--- config.mk ---
export PLATFORM = sky130hd
export DESIGN_NAME = i2s_rx_flat
export DESIGN_NICKNAME = d
export VERILOG_FILES = /design/src/rtl/i2s_pkg.sv /design/src/rtl/i2s_rx_if.sv /design/src/rtl/i2s_sync.sv /design/src/rtl/i2s_rx.sv /design/src/flat_wrapper.sv
export SDC_FILE = /design/constraint.sdc
export NUM_CORES = 1
export LEC_CHECK = 0
export BUFFER_PORTS_ARGS = -buffer_cell sky130_fd_sc_hd__clkbuf_2
export CORE_ASPECT_RATIO = 0.8
export CORE_UTILIZATION = 56
export CTS_CLUSTER_DIAMETER = 80
export DETAILED_ROUTE_END_ITERATION = 7
export PLACE_DENSITY_LB_ADDON = 0.3
export SETUP_SLACK_MARGIN = 0.05
export SLEW_MARGIN = 20
export SYNTH_ARGS = -nofsm -noshare
export SYNTH_HDL_FRONTEND = slang
export SYNTH_HIERARCHICAL = 1
export SYNTH_SLANG_ARGS = --single-unit
--- constraint.sdc ---
create_clock -name clk -period 5.25 [get_ports clk]
set_input_delay 1.3125 -clock clk [delete_from_list [all_inputs] [get_ports clk]]
set_output_delay 1.3125 -clock clk [all_outputs]
set_load 0.01 [all_outputs]
--- src/rtl/i2s_pkg.sv ---
// Shared I2S definitions: default word width, channel encodings and the
// receiver framing states. Also used by the I2S transmitter.
package i2s_pkg;

    localparam int   WIDTH    = 16;
    localparam logic CH_LEFT  = 1'b0;
    localparam logic CH_RIGHT = 1'b1;

    typedef enum logic [1:0] {
        SYNC  = 2'd0,
        SHIFT = 2'd1,
        DONE  = 2'd2
    } state_e;

endpackage

--- src/rtl/i2s_rx_if.sv ---
// Parallel side of the I2S receiver: held stereo pair with valid/ready
// handshake plus the overrun and framing-error pulses.
interface i2s_rx_if;
    import i2s_pkg::*;

    logic [WIDTH-1:0] left;
    logic [WIDTH-1:0] right;
    logic             valid;
    logic             ready;
    logic             overrun;
    logic             frame_err;

    modport master (
        output left, right, valid, overrun, frame_err,
        input  ready
    );

    modport slave (
        input  left, right, valid, overrun, frame_err,
        output ready
    );

endinterface

--- src/rtl/i2s_sync.sv ---
// Two-flop synchronizer for a single asynchronous input bit.
module i2s_sync (
    input  logic clk,
    input  logic resetn,
    input  logic d,
    output logic q
);

    logic [1:0] ff_q;
    logic [1:0] ff_d;

    always_comb begin
        ff_d = {ff_q[0], d};
    end

    always_ff @(posedge clk or negedge resetn) begin
        if (!resetn) begin
            ff_q <= '0;
        end else begin
            ff_q <= ff_d;
        end
    end

    assign q = ff_q[1];

endmodule

--- src/rtl/i2s_rx.sv ---
// Slave-mode I2S receiver: oversamples sclk/lrclk/sdout in the clk domain,
// deframes left/right words and presents completed pairs on a valid/ready bus.
module i2s_rx
    import i2s_pkg::*;
(
    input  logic      clk,
    input  logic      resetn,
    input  logic      sclk,
    input  logic      lrclk,
    input  logic      sdout,
    i2s_rx_if.master  bus
);

    localparam int CW = $clog2(WIDTH + 1);

    logic sclk_s;
    logic lr_s;
    logic sd_s;

    i2s_sync u_sync_sclk (.clk(clk), .resetn(resetn), .d(sclk),  .q(sclk_s));
    i2s_sync u_sync_lr   (.clk(clk), .resetn(resetn), .d(lrclk), .q(lr_s));
    i2s_sync u_sync_sd   (.clk(clk), .resetn(resetn), .d(sdout), .q(sd_s));

    logic             sclk_dly_q,   sclk_dly_d;
    logic             edge_q,       edge_d;
    logic             lr_e_q,       lr_e_d;
    logic             sd_e_q,       sd_e_d;
    logic             prev_lr_q,    prev_lr_d;
    state_e           state_q,      state_d;
    logic [CW-1:0]    cnt_q,        cnt_d;
    logic [WIDTH-1:0] shreg_q,      shreg_d;
    logic [WIDTH-1:0] left_stage_q, left_stage_d;
    logic             left_ok_q,    left_ok_d;
    logic [WIDTH-1:0] left_q,       left_d;
    logic [WIDTH-1:0] right_q,      right_d;
    logic             valid_q,      valid_d;
    logic             overrun_q,    overrun_d;
    logic             frame_err_q,  frame_err_d;

    logic [WIDTH-1:0] word;
    logic             pair_done;

    // Word as it stands once the bit sampled on this edge is shifted in.
    assign word = {shreg_q[WIDTH-2:0], sd_e_q};

    always_comb begin
        sclk_dly_d   = sclk_s;
        edge_d       = sclk_s & ~sclk_dly_q;
        lr_e_d       = lr_s;
        sd_e_d       = sd_s;
        prev_lr_d    = prev_lr_q;
        state_d      = state_q;
        cnt_d        = cnt_q;
        shreg_d      = shreg_q;
        left_stage_d = left_stage_q;
        left_ok_d    = left_ok_q;
        left_d       = left_q;
        right_d      = right_q;
        valid_d      = valid_q;
        overrun_d    = 1'b0;
        frame_err_d  = 1'b0;
        pair_done    = 1'b0;

        if (edge_q) begin
            prev_lr_d = lr_e_q;
            if (lr_e_q != prev_lr_q) begin
                // The bit on the slot-change edge is the tail of the old slot.
                if (state_q == SHIFT && cnt_q != '0) begin
                    frame_err_d = 1'b1;
                end
                state_d = SHIFT;
                cnt_d   = '0;
                // A fresh left slot invalidates any stale left word.
                if (lr_e_q == CH_LEFT) begin
                    left_ok_d = 1'b0;
                end
            end else if (state_q == SHIFT) begin
                shreg_d = word;
                cnt_d   = cnt_q + CW'(1);
                if (cnt_q == CW'(WIDTH - 1)) begin
                    state_d = DONE;
                    if (lr_e_q == CH_LEFT) begin
                        left_stage_d = word;
                        left_ok_d    = 1'b1;
                    end else if (left_ok_q) begin
                        pair_done = 1'b1;
                        left_ok_d = 1'b0;
                    end
                end
            end
        end

        if (pair_done) begin
            if (!valid_q || bus.ready) begin
                left_d  = left_stage_q;
                right_d = word;
                valid_d = 1'b1;
            end else begin
                overrun_d = 1'b1;
            end
        end else if (valid_q && bus.ready) begin
            valid_d = 1'b0;
        end
    end

    always_ff @(posedge clk or negedge resetn) begin
        if (!resetn) begin
            sclk_dly_q   <= 1'b0;
            edge_q       <= 1'b0;
            lr_e_q       <= 1'b0;
            sd_e_q       <= 1'b0;
            prev_lr_q    <= 1'b0;
            state_q      <= SYNC;
            cnt_q        <= '0;
            shreg_q      <= '0;
            left_stage_q <= '0;
            left_ok_q    <= 1'b0;
            left_q       <= '0;
            right_q      <= '0;
            valid_q      <= 1'b0;
            overrun_q    <= 1'b0;
            frame_err_q  <= 1'b0;
        end else begin
            sclk_dly_q   <= sclk_dly_d;
            edge_q       <= edge_d;
            lr_e_q       <= lr_e_d;
            sd_e_q       <= sd_e_d;
            prev_lr_q    <= prev_lr_d;
            state_q      <= state_d;
            cnt_q        <= cnt_d;
            shreg_q      <= shreg_d;
            left_stage_q <= left_stage_d;
            left_ok_q    <= left_ok_d;
            left_q       <= left_d;
            right_q      <= right_d;
            valid_q      <= valid_d;
            overrun_q    <= overrun_d;
            frame_err_q  <= frame_err_d;
        end
    end

    assign bus.left      = left_q;
    assign bus.right     = right_q;
    assign bus.valid     = valid_q;
    assign bus.overrun   = overrun_q;
    assign bus.frame_err = frame_err_q;

endmodule

--- src/flat_wrapper.sv ---
// flat-port wrapper written by rule: the top's interface ports become plain ports
module i2s_rx_flat import i2s_pkg::*;
  (clk, resetn, sclk, lrclk, sdout, bus_left, bus_right, bus_valid, bus_overrun, bus_frame_err, bus_ready);
  i2s_rx_if bus_i ();
  input  logic clk;
  input  logic resetn;
  input  logic sclk;
  input  logic lrclk;
  input  logic sdout;
  output wire logic [$bits(bus_i.left)-1:0] bus_left;
  output wire logic [$bits(bus_i.right)-1:0] bus_right;
  output wire logic [$bits(bus_i.valid)-1:0] bus_valid;
  output wire logic [$bits(bus_i.overrun)-1:0] bus_overrun;
  output wire logic [$bits(bus_i.frame_err)-1:0] bus_frame_err;
  input wire logic [$bits(bus_i.ready)-1:0] bus_ready;
  assign bus_left = bus_i.left;
  assign bus_right = bus_i.right;
  assign bus_valid = bus_i.valid;
  assign bus_overrun = bus_i.overrun;
  assign bus_frame_err = bus_i.frame_err;
  assign bus_i.ready = bus_ready;
  i2s_rx u_core (.clk(clk), .resetn(resetn), .sclk(sclk), .lrclk(lrclk), .sdout(sdout), .bus(bus_i));
endmodule
==> flow_summary.toml, run 1 <==
[status]
status = "finished clean"

[timing]
worst_slack_ns = 1.86
worst_pin_slew_ns = 0.888
fin_skew_ns = 0.00966
rsz0062_at_grt = "no"
post-route-period-util = 0.646
fin_crit_ns = 3.39
finalHoldViolCount = 0
slew_headroom = 0.404
setup_viol = 0
setup_tns_ns = 0
fmax_mhz = 295
slew_violations = 0

[clocking]
ctsResizeCount = 0
clock_path_buffers = 2
clock_latency_ns = 0.36
clkTransAtPathRegs_ns = 0.08
post_cts_buffers = 0
cts_root_buffer = "clkbuf_8"
cts_buffers = 9
cts.sinks = 85
cts_tree = "done"
htreeDepth = 3
cts_hold_buf = 0

[worst_setup_path]
crit_required_ns = 5.48
reg2reg_slack_ns = 1.86
cp_top_family = "simple AND/OR/NAND/NOR gates"
end_kind = "flip-flop"
critPathBufInv = 2
worstPathArrival_ns = 3.62
cp.depth = 6
crit_path_max_incr_delay_ns = 0.85
cp_cell_sequence = "inv_1, ha_1, nand4bb_1, nor3b_4, buf_4, mux2_1"
worstSetupStartpointType = "flip-flop"
critPathMaxFanout = 23
crit_slowest_cell = "nand4bb_1"
reg2reg_to = "u_core/bus.left[2]$_DFFE_PN0P_"
path_class = "reg2reg"
reg2regPathDepth = 6
rr_startpoint = "u_core/lr_e_q$_DFF_PN0_"

[yosys]
netlist_area_um2 = 3300
synth_top_flop_cell = "dfrtp_1"
ys_warn_count = 6
yosysTopAreaCell = "dfrtp_1"
yosys.area_share.simple = 0.114
synth-seq-cells = 85
synth_area_leaders = "dfrtp_1 64%, mux2_2 16%, nand2_1 5.8%"
muxShareOfSynthArea = 0.177
synth_top_area_frac = 0.645
ys_async_sr_fraction = 1.00
syn_avg_cell_area_um2 = 13.5
synth_enable_flop_cells = 0
yosysMostFrequentCell = "dfrtp_1"
synth.net_count = 254
synth_top_family_by_area = "multiplexers"
synth_compound_area_frac = 0.0209
netlist_instances = 244
synthAdderAreaFrac = 0.0152
synthXorXnorAreaFrac = 0
ys_seq_area_frac = 0.645
synth.distinct_cells = 33
yosys-top-cells-count = "85 x dfrtp_1, 51 x nand2_1, 48 x mux2_2"

[route]
avgRoutedWirePerCell_um = 15.0
totalWireLength_um = 5510
drt_iter0_drc = 135
vias = 1925
vias_per_cell = 5.23
drtAntennaViolNets = 0
dr.pass1.iters = 4
drc = 0

[finish]
drive_above_1_share = 0.383
syn_to_final_growth_pct = 14.5
final_nets = 295
antenna_cells = 0

[hold_path]
min_to = "u_core/u_sync_lr/ff_q[1]$_DFF_PN0_"
hold_start = "u_core/u_sync_lr/ff_q[0]$_DFF_PN0_"
hold_class = "reg2reg"
whs_path_depth = 0

[global_routing]
grt_pass1_wl_um = 9570
grt_pass1_vias = 1965
gr-usage-all-layers = 0.210
grt_max_degree = 86
antenna_found_initial = 0
overflow = 0

[pwr]
seq_power_share = 0.551
p_comb_frac = 0.087
power.switching_mw = 0.362
switching_share = 0.261
power_mw = 1.39
p_clk_frac = 0.362
vdd_ir_drop_max_v = 0.000220
p_int_mw = 1.03
pwr_density_cell_nw_per_um2 = 368
leakage_nw = 1.98

[floorplan]
num_io_pins = 41
die_h_um = 70.7
die_w_um = 87.8
initial_core_util = 0.594
floorplan.rows = 24
core-area_um2 = 5560
dieArea_um2 = 6200

[placed_design]
numPortBuffers = 40
gp_congestion = 0.758
post-place-ws_ns = 1.99
dpl.hpwl_um = 3480

[flow_run]
max_cap_violations = 0
[metal layers]
metal / up-vias / global-route usage / share of wire
met5: - / 0 / 0
met4: 0 / 0.0656 / 0.012
met3: 7 / 0.0840 / 0.045
met2: 38 / 0.314 / 0.47
met1: 964 / 0.284 / 0.47
li1: 916 / - / -
[how the worst max path moves through the flow]
stage / from / endpoint / slack (ns)
2_1_floorplan: bus_ready / u_core/bus.left[0]$_DFFE_PN0P_ / 2.89
3_3_place_gp: u_core/lr_e_q$_DFF_PN0_ / u_core/bus.left[13]$_DFFE_PN0P_ / 2.11
3_5_place_dp: u_core/lr_e_q$_DFF_PN0_ / u_core/bus.left[9]$_DFFE_PN0P_ / 1.99
4_1_cts: u_core/lr_e_q$_DFF_PN0_ / u_core/bus.left[2]$_DFFE_PN0P_ / 1.89
5_1_grt: u_core/lr_e_q$_DFF_PN0_ / u_core/bus.left[2]$_DFFE_PN0P_ / 1.69
6_report: u_core/lr_e_q$_DFF_PN0_ / u_core/bus.left[2]$_DFFE_PN0P_ / 1.86
[worst register-to-register path: stages, from the launching register on]
cell       delay, ns
dfrtp_1         0.39
inv_1           0.06
ha_1            0.46
nand4bb_1       0.85
nor3b_4         0.72
buf_4           0.41
mux2_1          0.39
[power by group through the flow]
stage	registers [mW]	clock network [mW]	logic [mW]
2_1_floorplan	0.755	0	0.0884
3_3_place_gp	0.774	0	0.115
3_5_place_dp	0.776	0	0.121
4_1_cts	0.764	0.520	0.122
5_1_grt	0.775	0.539	0.141
6_report	0.765	0.503	0.121
[flip-flops by register name (all words and copies together), names as in the netlist, 2 cells and up]
name                     flops
u_core/shreg_q              15
u_core/u_sync_lr/ff_q        2
u_core/bus.right            16
u_core/left_stage_q         16
u_core/u_sync_sclk/ff_q      2
u_core/bus.left             16
u_core/cnt_q                 5
u_core/state_q               2
u_core/u_sync_sd/ff_q        2
[stage by stage]
stage	utilization	cell area (µm²)	hold slack [ns]	cells
6_report	0.680	3780	0.349	368
5_1_grt	0.680	3780	0.364	368
4_1_cts	0.679	3770	0.352	368
3_5_place_dp	0.639	3550	0.336	352
3_3_place_gp	0.639	3550	0.334	352
2_1_floorplan	-	3300	0.331	244
[logic make-up after synthesis]
group	count (synthesis)
AND/OR/NAND/NOR	74
buffers and inverters	17
multiplexers	52
flip-flops	85
adder cells (fa/ha/maj)	4
AO/OA/AOI/OAI	12
[final cells by class]
type / count / area (µm²)
Sequential cell: 85 / 2130
Fill cell: 421 / 1780
Inverter: 6 / 22.5
Clock buffer: 9 / 124
Timing Repair Buffer: 41 / 214
Tap cell: 78 / 97.6
Clock inverter: 7 / 98.8
Multi-Input combinational cell: 142 / 1090
[layout by cell type (no fill, tap or decap), drive strengths merged]
| cell | netlist | final |
|---|---|---|
| nor4b | 1 | 1 |
| ha | 4 | 4 |
| bufinv | 0 | 2 |
| o21ai | 5 | 5 |
| nor2 | 1 | 1 |
| or3b | 1 | 1 |
| nor3 | 1 | 1 |
| nor4bb | 2 | 2 |
| buf | 7 | 2 |
| dfrtp | 85 | 85 |
| o22ai | 3 | 3 |
| nor3b | 1 | 1 |
| o311ai | 1 | 1 |
| mux2 | 51 | 51 |
| nand3b | 1 | 1 |
| nand4bb | 1 | 1 |
| clkinvlp | 0 | 4 |
| a31oi | 1 | 1 |
| nor2b | 4 | 4 |
| mux2i | 1 | 1 |
| and3 | 1 | 1 |
| and2b | 1 | 1 |
| and4bb | 1 | 1 |
| nand2 | 51 | 51 |
| or2 | 1 | 1 |
| nand4 | 1 | 1 |
| inv | 6 | 7 |
| nand2b | 2 | 2 |
| nand3 | 2 | 2 |
| or2b | 1 | 1 |
| a21oi | 2 | 2 |
| clkbuf | 4 | 48 |
(Power assumes the default switching activity.)
==> run 2, diff against run 1 <==
CORE_UTILIZATION = 51   (was 56)
clock period = 2.8 ns   (was 5.25 ns; I/O delays follow)
==> flow_summary.toml, run 2 (same netlist as run 1, synthesis figures left out) <==
[finish]
final_cell_mix = "85 x dfrtp_1, 51 x nand2_1, 48 x mux2_2, 39 x clkbuf_2, 9 x clkbuf_8"
antenna_cells = 0
drive_above_1_share = 0.395
final_nets = 301
layout_commonest_cell = "dfrtp_1"
design_area_um2 = 3810
fillers = 485
syn_to_final_growth_pct = 15.5

[floorplan]
num_io_pins = 41
die_w_um = 91.9
dieArea_um2 = 6800
die_h_um = 73.9
core-area_um2 = 6070
floorplan.rows = 25
initial_core_util = 0.544

[global_routing]
antenna_found_initial = 0
grt_pass1_wl_um = 9360
grt_max_degree = 43
grt_pass1_vias = 1942
overflow = 0
gr-usage-all-layers = 0.182

[worst_setup_path]
crit_slowest_cell = "nand4_2"
cp_cell_sequence = "ha_1, and3_1, ha_1, nand4_2, mux2_2"
crit_path_max_incr_delay_ns = 0.52
crit_top_cell = "ha_1"
critPathMaxFanout = 16
worstPathArrival_ns = 2.35
worstSetupStartpointType = "flip-flop"
path_class = "reg2reg"
end_kind = "flip-flop"
crit_required_ns = 3.03

[timing]
worst_slack_ns = 0.679
fin_skew_ns = 0.00661
rsz0062_at_grt = "no"
setup_viol = 0
worst_pin_slew_ns = 0.617
slew_headroom = 0.588
fmax_mhz = 472
setup_tns_ns = 0
slew_violations = 0
post-route-period-util = 0.757
fin_crit_ns = 2.12
finalHoldViolCount = 0

[clocking]
clkTransAtPathRegs_ns = 0.08
post_cts_buffers = 0
cts.sinks = 85
cts_root_buffer = "clkbuf_8"
ctsResizeCount = 0
htreeDepth = 3
cts_hold_buf = 0
cts_tree = "done"
cts_buffers = 9
clock_path_buffers = 2
clock_latency_ns = 0.34

[route]
vias_per_cell = 5.08
dr_wl_met3_um = 166
met2_length_um = 2510
dr.pass1.iters = 4
met1_length_um = 2640
totalWireLength_um = 5370
drt_iter0_drc = 75
avgRoutedWirePerCell_um = 14.2
highest_layer = "met4"
drc = 0
vias = 1915
drtAntennaViolNets = 0

[pwr]
leakage_nw = 2.00
pwr_density_cell_nw_per_um2 = 659
vdd_ir_drop_max_v = 0.000517

[placed_design]
numPortBuffers = 40
post-place-ws_ns = 0.676
gp_congestion = 0.862
dpl.hpwl_um = 3560
placedInstanceArea_um2 = 3610

[status]
status = "finished clean"

[flow_run]
max_cap_violations = 0

[hold_path]
hold_class = "in2async"
-- run 2: changes by cell type in the layout (fill, tap and decap cells not counted) --
cell        delta
bufinv_16      -1
clkinv_4       +1
buf_12         +1
clkinvlp_4     -1
buf_4          +6
clkinv_2       +1
buf_6          -1
-- run 2: critical path: cells and delay by family, from the launching register on --
| kind | cells | cell delay, ns |
|---|---|---|
| multiplexers | 1 | 0.48 |
| adder cells (fa/ha/maj) | 2 | 0.43 |
| flip-flops | 1 | 0.41 |
| AND/OR/NAND/NOR | 2 | 0.68 |
-- run 2: metal layers --
| layer | vias to the layer above | track usage |
|---|---|---|
| met1 | 959 | 0.254 |
| met5 | - | 0 |
| met2 | 34 | 0.273 |
| li1 | 917 | - |
| met4 | 0 | 0.0729 |
| met3 | 5 | 0.0521 |
-- run 2: report_power, final --
part | leakage [nW] | switching (mW) | internal (mW)
clock network | 0.0918 | 0.432 | 0.415
registers | 1.14 | 0.105 | 1.32
logic | 0.768 | 0.128 | 0.108
-- run 2: area by class of cell --
cell class | instances | area [µm²] | share of cell area
Timing Repair Buffer | 47 | 268 | 0.0703
Tap cell | 81 | 101 | 0.0266
Sequential cell | 85 | 2130 | 0.558
Clock inverter | 7 | 75.1 | 0.0197
Inverter | 6 | 22.5 | 0.00591
Clock buffer | 9 | 124 | 0.0325
Multi-Input combinational cell | 142 | 1090 | 0.287
-- run 2: final timing paths --
check	slack, ns	from	to	cells after the start
setup / recovery	0.68	u_core/cnt_q[0]$_DFFE_PN0P_	u_core/left_stage_q[3]$_DFFE_PN0P_	5
hold / removal	0.33	resetn	u_core/cnt_q[0]$_DFFE_PN0P_	1
setup reg to reg	0.68	u_core/cnt_q[0]$_DFFE_PN0P_	u_core/left_stage_q[3]$_DFFE_PN0P_	5
hold reg to reg	0.35	u_core/u_sync_sclk/ff_q[0]$_DFF_PN0_	u_core/u_sync_sclk/ff_q[1]$_DFF_PN0_	0
max in group asynchronous	1.85	resetn	u_core/left_stage_q[6]$_DFFE_PN0P_	2
min in group clk	0.35	u_core/u_sync_sclk/ff_q[0]$_DFF_PN0_	u_core/u_sync_sclk/ff_q[1]$_DFF_PN0_	0
-- run 2: stage by stage --
| stage | hold slack, ns | instances | total power [mW] | utilization |
|---|---|---|---|---|
| 2_1_floorplan | 0.331 | 244 | 1.58 | - |
| 3_3_place_gp | 0.332 | 361 | 1.68 | 0.595 |
| 3_5_place_dp | 0.335 | 361 | 1.69 | 0.595 |
| 4_1_cts | 0.333 | 377 | 2.55 | 0.628 |
| 6_report | 0.327 | 377 | 2.51 | 0.628 |
| 5_1_grt | 0.355 | 377 | 2.64 | 0.628 |
